==> src/rtl/serial_regfile_slave_if.sv <==
// Serial frame port of serial_regfile_slave: host drives strobe/din,
// slave returns serial read data and status.
interface serial_regfile_slave_if;
  logic strobe;
  logic din;
  logic dout;
  logic dout_valid;
  logic busy;
  logic done;
  logic err;

  modport master (
    output strobe, din,
    input  dout, dout_valid, busy, done, err
  );

  modport slave (
    input  strobe, din,
    output dout, dout_valid, busy, done, err
  );
endinterface

==> src/rtl/serial_regfile_slave.sv <==
// Serial-framed register file slave: writable registers plus synchronised read-only inputs.
// Define SERREG_PARITY_EN to add an even-parity bit to write frames.
module serial_regfile_slave #(
  parameter int ADDR_WIDTH = 5,
  parameter int REG_WIDTH  = 8,
  parameter int NUM_WR     = 9,
  parameter int NUM_RD     = 8,
  parameter logic [NUM_WR*REG_WIDTH-1:0] WR_RESET = '0
) (
  input  logic                          clk,
  input  logic                          rst,
  serial_regfile_slave_if.slave         bus,
  input  logic [NUM_RD*REG_WIDTH-1:0]   rd_bus,
  output logic [NUM_WR*REG_WIDTH-1:0]   wr_bus
);

  localparam int MAX_W = (ADDR_WIDTH > REG_WIDTH) ? ADDR_WIDTH : REG_WIDTH;
  localparam int CNT_W = $clog2(MAX_W) + 1;
  localparam logic [CNT_W-1:0] ADDR_LAST = CNT_W'(ADDR_WIDTH - 1);
  localparam logic [CNT_W-1:0] DATA_LAST = CNT_W'(REG_WIDTH - 1);

  typedef enum logic [2:0] {
    IDLE, CMD, ADDR, WDATA, COMMIT, LOOKUP, SEND
`ifdef SERREG_PARITY_EN
    , PARITY
`endif
  } state_e;

  state_e                         state_q, state_d;
  logic [CNT_W-1:0]               cnt_q, cnt_d;
  logic                           op_q, op_d;
  logic [ADDR_WIDTH-1:0]          addr_q, addr_d;
  logic [REG_WIDTH-1:0]           data_q, data_d;
  logic [REG_WIDTH-1:0]           shift_q, shift_d;
  logic                           err_q, err_d;
  logic [NUM_WR*REG_WIDTH-1:0]    wr_q, wr_d;
  logic [NUM_RD*REG_WIDTH-1:0]    sync_meta_q, sync_meta_d;
  logic [NUM_RD*REG_WIDTH-1:0]    sync_q, sync_d;
`ifdef SERREG_PARITY_EN
  logic                           par_err_q, par_err_d;
`endif

  logic [REG_WIDTH-1:0]           rd_sel;
  logic                           rd_oob;
  logic                           wr_ok;
  logic                           dout, dout_valid, done;

  // Read mux: writable registers, then synchronised read-only slices, else zero.
  always_comb begin
    rd_sel = '0;
    rd_oob = 1'b1;
    for (int k = 0; k < NUM_WR; k++) begin
      if (int'(addr_q) == k) begin
        rd_sel = wr_q[k*REG_WIDTH +: REG_WIDTH];
        rd_oob = 1'b0;
      end
    end
    for (int k = 0; k < NUM_RD; k++) begin
      if (int'(addr_q) == NUM_WR + k) begin
        rd_sel = sync_q[k*REG_WIDTH +: REG_WIDTH];
        rd_oob = 1'b0;
      end
    end
  end

`ifdef SERREG_PARITY_EN
  assign wr_ok = (int'(addr_q) < NUM_WR) && !par_err_q;
`else
  assign wr_ok = (int'(addr_q) < NUM_WR);
`endif

  // NOTE: every variable gets a default before the case so no path leaves one unassigned (no latches).
  always_comb begin
    state_d     = state_q;
    cnt_d       = cnt_q;
    op_d        = op_q;
    addr_d      = addr_q;
    data_d      = data_q;
    shift_d     = shift_q;
    err_d       = err_q;
    wr_d        = wr_q;
    sync_meta_d = rd_bus;
    sync_d      = sync_meta_q;
`ifdef SERREG_PARITY_EN
    par_err_d   = par_err_q;
`endif
    dout        = 1'b0;
    dout_valid  = 1'b0;
    done        = 1'b0;

    case (state_q)
      IDLE: begin
        if (bus.strobe) begin
          state_d = CMD;
          err_d   = 1'b0;
          cnt_d   = '0;
        end
      end
      CMD: begin
        op_d    = bus.din;
        cnt_d   = '0;
        state_d = ADDR;
      end
      ADDR: begin
        addr_d = {bus.din, addr_q[ADDR_WIDTH-1:1]};
        cnt_d  = cnt_q + 1'b1;
        if (cnt_q == ADDR_LAST) begin
          cnt_d   = '0;
          state_d = op_q ? WDATA : LOOKUP;
        end
      end
      WDATA: begin
        data_d = {bus.din, data_q[REG_WIDTH-1:1]};
        cnt_d  = cnt_q + 1'b1;
        if (cnt_q == DATA_LAST) begin
          cnt_d = '0;
`ifdef SERREG_PARITY_EN
          state_d = PARITY;
`else
          state_d = COMMIT;
`endif
        end
      end
`ifdef SERREG_PARITY_EN
      PARITY: begin
        // Even parity over op, address, data and the parity bit itself.
        par_err_d = bus.din ^ op_q ^ (^addr_q) ^ (^data_q);
        state_d   = COMMIT;
      end
`endif
      COMMIT: begin
        done = 1'b1;
        for (int k = 0; k < NUM_WR; k++) begin
          if (wr_ok && int'(addr_q) == k) wr_d[k*REG_WIDTH +: REG_WIDTH] = data_q;
        end
        if (!wr_ok) err_d = 1'b1;
        state_d = IDLE;
      end
      LOOKUP: begin
        shift_d = rd_sel;
        if (rd_oob) err_d = 1'b1;
        cnt_d   = '0;
        state_d = SEND;
      end
      SEND: begin
        dout       = shift_q[0];
        dout_valid = 1'b1;
        shift_d    = shift_q >> 1;
        cnt_d      = cnt_q + 1'b1;
        if (cnt_q == DATA_LAST) begin
          done    = 1'b1;
          cnt_d   = '0;
          state_d = IDLE;
        end
      end
      default: state_d = IDLE;
    endcase
  end

  // NOTE: sequential state uses non-blocking assignments so all flops update together at the edge.
  always_ff @(posedge clk) begin
    if (rst) begin
      state_q     <= IDLE;
      cnt_q       <= '0;
      op_q        <= 1'b0;
      addr_q      <= '0;
      data_q      <= '0;
      shift_q     <= '0;
      err_q       <= 1'b0;
      // NOTE: the register file is flops, not RAM, so it takes its reset image directly.
      wr_q        <= WR_RESET;
      sync_meta_q <= '0;
      sync_q      <= '0;
`ifdef SERREG_PARITY_EN
      par_err_q   <= 1'b0;
`endif
    end else begin
      state_q     <= state_d;
      cnt_q       <= cnt_d;
      op_q        <= op_d;
      addr_q      <= addr_d;
      data_q      <= data_d;
      shift_q     <= shift_d;
      err_q       <= err_d;
      wr_q        <= wr_d;
      sync_meta_q <= sync_meta_d;
      sync_q      <= sync_d;
`ifdef SERREG_PARITY_EN
      par_err_q   <= par_err_d;
`endif
    end
  end

  assign bus.dout       = dout;
  assign bus.dout_valid = dout_valid;
  assign bus.done       = done;
  assign bus.busy       = (state_q != IDLE);
  assign bus.err        = err_q;
  assign wr_bus         = wr_q;

endmodule

==> src/flat_wrapper.sv <==
// flat-port wrapper written by rule: the top's interface ports become plain ports
module serial_regfile_slave_flat 
#(
  parameter int ADDR_WIDTH = 5,
  parameter int REG_WIDTH  = 8,
  parameter int NUM_WR     = 9,
  parameter int NUM_RD     = 8,
  parameter logic [NUM_WR*REG_WIDTH-1:0] WR_RESET = '0
)
  (clk, rst, rd_bus, wr_bus, bus_strobe, bus_din, bus_dout, bus_dout_valid, bus_busy, bus_done, bus_err);
  serial_regfile_slave_if bus_i ();
  input  logic clk;
  input  logic rst;
  input  logic [NUM_RD*REG_WIDTH-1:0] rd_bus;
  output logic [NUM_WR*REG_WIDTH-1:0] wr_bus;
  input wire logic [$bits(bus_i.strobe)-1:0] bus_strobe;
  input wire logic [$bits(bus_i.din)-1:0] bus_din;
  output wire logic [$bits(bus_i.dout)-1:0] bus_dout;
  output wire logic [$bits(bus_i.dout_valid)-1:0] bus_dout_valid;
  output wire logic [$bits(bus_i.busy)-1:0] bus_busy;
  output wire logic [$bits(bus_i.done)-1:0] bus_done;
  output wire logic [$bits(bus_i.err)-1:0] bus_err;
  assign bus_i.strobe = bus_strobe;
  assign bus_i.din = bus_din;
  assign bus_dout = bus_i.dout;
  assign bus_dout_valid = bus_i.dout_valid;
  assign bus_busy = bus_i.busy;
  assign bus_done = bus_i.done;
  assign bus_err = bus_i.err;
  serial_regfile_slave #(.ADDR_WIDTH(ADDR_WIDTH), .REG_WIDTH(REG_WIDTH), .NUM_WR(NUM_WR), .NUM_RD(NUM_RD), .WR_RESET(WR_RESET)) u_core (.clk(clk), .rst(rst), .bus(bus_i), .rd_bus(rd_bus), .wr_bus(wr_bus));
endmodule
==> config.mk <==
export PLATFORM = sky130hd
export DESIGN_NAME = serial_regfile_slave_flat
export DESIGN_NICKNAME = d
export VERILOG_FILES = /design/src/rtl/serial_regfile_slave_if.sv /design/src/rtl/serial_regfile_slave.sv /design/src/flat_wrapper.sv
export SDC_FILE = /design/constraint.sdc
export NUM_CORES = 1
export LEC_CHECK = 0
export BUFFER_PORTS_ARGS = -buffer_cell sky130_fd_sc_hd__buf_2
export CORE_UTILIZATION = 44
export DETAILED_ROUTE_END_ITERATION = 8
export GPL_ROUTABILITY_DRIVEN = 0
export PLACE_DENSITY = 0.65
export SYNTH_ARGS = -nofsm -noshare
export SYNTH_HDL_FRONTEND = slang
export SYNTH_SLANG_ARGS = --single-unit
==> constraint.sdc <==
create_clock -name clk -period 1.9 [get_ports clk]
set_input_delay 0 -clock clk [delete_from_list [all_inputs] [get_ports clk]]
set_output_delay 0 -clock clk [all_outputs]
set_load 0.02 [all_outputs]
==> impl_metrics.ini <==
[yosys]
synth-main-ff-cell = dfxtp_1
synthCells = 1037
synthTopCellsByCount = 230 x dfxtp_1, 136 x nor2b_1, 123 x a21oi_1, 107 x nand2_1, 76 x nand3_1
ys_warn_count = 0
synth.area.top_cells = dfxtp_1 50%, nor2b_1 9.3%, a21oi_1 6.7%
postSynthAreaPerCell_um2 = 8.80
synthArstFlopShare_pct = 0
syn-num-nets = 1107
synth-seq-cells = 230
synth_cell_types = 70
yosys.area.top_type = dfxtp_1
synth-seq-area-share_pct = 50.4
synth_top_area_share_pct = 50.4
post-synth-top-count-cell = dfxtp_1
syn_area_um2 = 9130
synth_edf_count = 0

[sta]
fmax_ghz = 0.513
worst_slack_ns = -0.0489
tightest_slew_ns = 0.745
rsz0062_at_grt = yes
setup_violations = 5
period_needed_ns = 1.95
slew_violations = 0
finalCritPeriodShare_pct = 103
slew_headroom_pct = 50.3
finalClockSkew_ns = 0.0261
hold_viol = 0

[routing]
first_iter_violations = 713
wl_per_cell_um = 18.0
vias = 8796
drc = 0
drtAntennaViolNets = 0
wirelength_um = 29300
drtPass1Iterations = 6
routed_via_density = 5.41

[layout]
diodes = 0
layout-drive-gt1-share_pct = 29.1
layout.cells.non_filler = 1627
layout.nets = 1412
syn2layout_area_growth_pct = 43.6

[placement]
place_inst = 1460
post-dp-hpwl_um = 18600
pre_cts_ws_ns = -0.163
io_buffers = 144

[clock_tree]
clock_latency_ns = 0.52
cts_tree = done
cts-root-buf = clkbuf_16
clk_pin_slew_worst_paths_ns = 0.07
clock_sinks = 230
htree_levels = 1
cts_buffers = 23
clockBufferDepth = 3

[setup_path]
crit_chain = nor2b_2 > buf_4 > nand2_1 > o21ai_0 > a21oi_1 > a211oi_2 > o21ai_2 > a221oi_2
max_stage_delay_ns = 0.36
critPathLaunchType = flip-flop
critPathKind = flip-flop to flip-flop
end_kind = flip-flop
worst_ep_arrival_time_ns = 2.37
critical_path.slowest_cell = dfxtp_2
crit_fanout = 7
cp.required_ns = 2.32

[grt]
grt_max_degree = 67
gr-usage-met2_pct = 42.8
grt_overflow_total = 0
grt_pass1_wl_um = 43200
grt_use_met1_pct = 31.6
track_usage_pct = 25.5
antenna_found_initial = 0
grt_pass1_vias = 8186
top_usage_layer = met2
grt_use_met3_pct = 4.03

[outcome]
violations = setup timing
outcome = finished with violations

[floorplanning]
die_w_um = 146
floorplan.initialDensity_pct = 45.0
fp.dieH_um = 146
fp-row-count = 52
coreArea_um2 = 20300
die_area_um2 = 21300
ios = 145

[pwr]
max-vdd-ir-drop_uv = 621
leakagePower_nw = 5.43
powerDensity_nw_per_um2 = 780

[worst_hold_path]
hold_class = input pin to flip-flop

[flow_run]
maxCapViolCount = 0
[power breakdown]
group | switching (mW) | total (mW) | internal (mW)
clock network | 1.90 | 4.56 | 2.66
logic | 0.285 | 0.657 | 0.371
registers | 0.0549 | 5.01 | 4.96
total | 2.24 | 10.2 | 7.98
[worst max-delay path, delay by kind of cell, from the launching register on]
| kind | cells | cell delay, ns |
|---|---|---|
| AO/OA/AOI/OAI | 5 | 0.84 |
| AND/OR/NAND/NOR | 2 | 0.42 |
| flip-flops | 1 | 0.36 |
| buffers and inverters | 1 | 0.23 |
[metal layers]
layer | up-vias | wire length (um)
li1 | 4169 | -
met1 | 4061 | 11600
met2 | 464 | 13700
met3 | 102 | 2500
met4 | 0 | 1490
met5 | - | 0
[cells by family (layout without fill, tap and decap cells)]
family                     Yosys count  count (layout)  share of synthesized area [%]
muxes                               35              35                           4.07
xor gates and xnor gates             1               1                         0.0960
AOI/OAI and AO/OA                  249             249                           16.6
and+or+nand+nor                    423             423                           23.4
adders and majority gates            2               2                          0.274
buffers and inverters               97             417                           5.17
DFF                                230             230                           50.4
[what timing repair did]
item                       4_1_cts  5_1_grt
gates resized for setup         31       83
buffers inserted                 2       12
pin swaps                        9       22
setup endpoints to repair       74       82
gates cloned                     0       10
hold endpoints to repair        85        0
hold buffers                   103        0
[path summary, 6_finish.rpt]
kind	slack [ns]	cells after the start	end	startpoint
hold reg to reg	0.43	1	u_core.sync_q[5]	u_core.sync_d[5]
hold / removal	0.23	3	u_core.sync_d[11]	rd_bus[11]
setup reg to reg	-0.05	8	u_core.shift_q[4]	u_core.addr_q[0]
setup / recovery	-0.05	8	u_core.shift_q[4]	u_core.addr_q[0]
[layout by cell type, fill, tap and decap left out, drive strengths merged, types with 7 or more instances in the layout]
cell type | synthesis | final
dfxtp | 230 | 230
nand2 | 107 | 107
o22ai | 13 | 13
nand3 | 76 | 76
mux2i | 27 | 27
inv | 12 | 11
a211oi | 8 | 8
nor2 | 69 | 69
clkbuf | 59 | 36
a21oi | 124 | 124
nor3 | 8 | 8
a221oi | 7 | 7
buf | 24 | 253
mux2 | 7 | 7
nand2b | 8 | 8
dlygate4sd3 | 0 | 103
nor2b | 136 | 136
o21ai | 45 | 45
[flip-flops by register name, summed over array words and instances (netlist names)]
register and cells:
u_core.op_q 1, u_core.cnt_q 4, u_core.addr_q 5, u_core.sync_q 64, u_core.data_q 8, u_core.state_q 3
u_core.bus.err 1, u_core.sync_d 64, u_core.wr_bus 72, u_core.shift_q 8
[area by class of cell]
class	instances	area [um^2]
Sequential cell	230	4620
Clock inverter	11	124
Timing Repair Buffer	363	2950
Fill cell	1628	7190
Multi-Input combinational cell	710	4380
Tap cell	270	338
Inverter	14	63.8
Clock buffer	29	638
[metrics by stage]
step	cell area (um^2)	hold slack, ns	util (%)	total power [mW]	TNS [ns]
final	13100	0.234	64.6	10.2	-0.121
after global routing	13100	0.249	64.6	10.5	-1.13
after CTS	12500	0.221	61.3	10.2	-0.877
after detailed placement	10600	0.213	52.0	5.59	-5.75
after global placement	10600	0.214	52.0	5.59	-5.26
after floorplan	9130	0.128	-	5.40	0
Power figures use the tool's default switching activity.
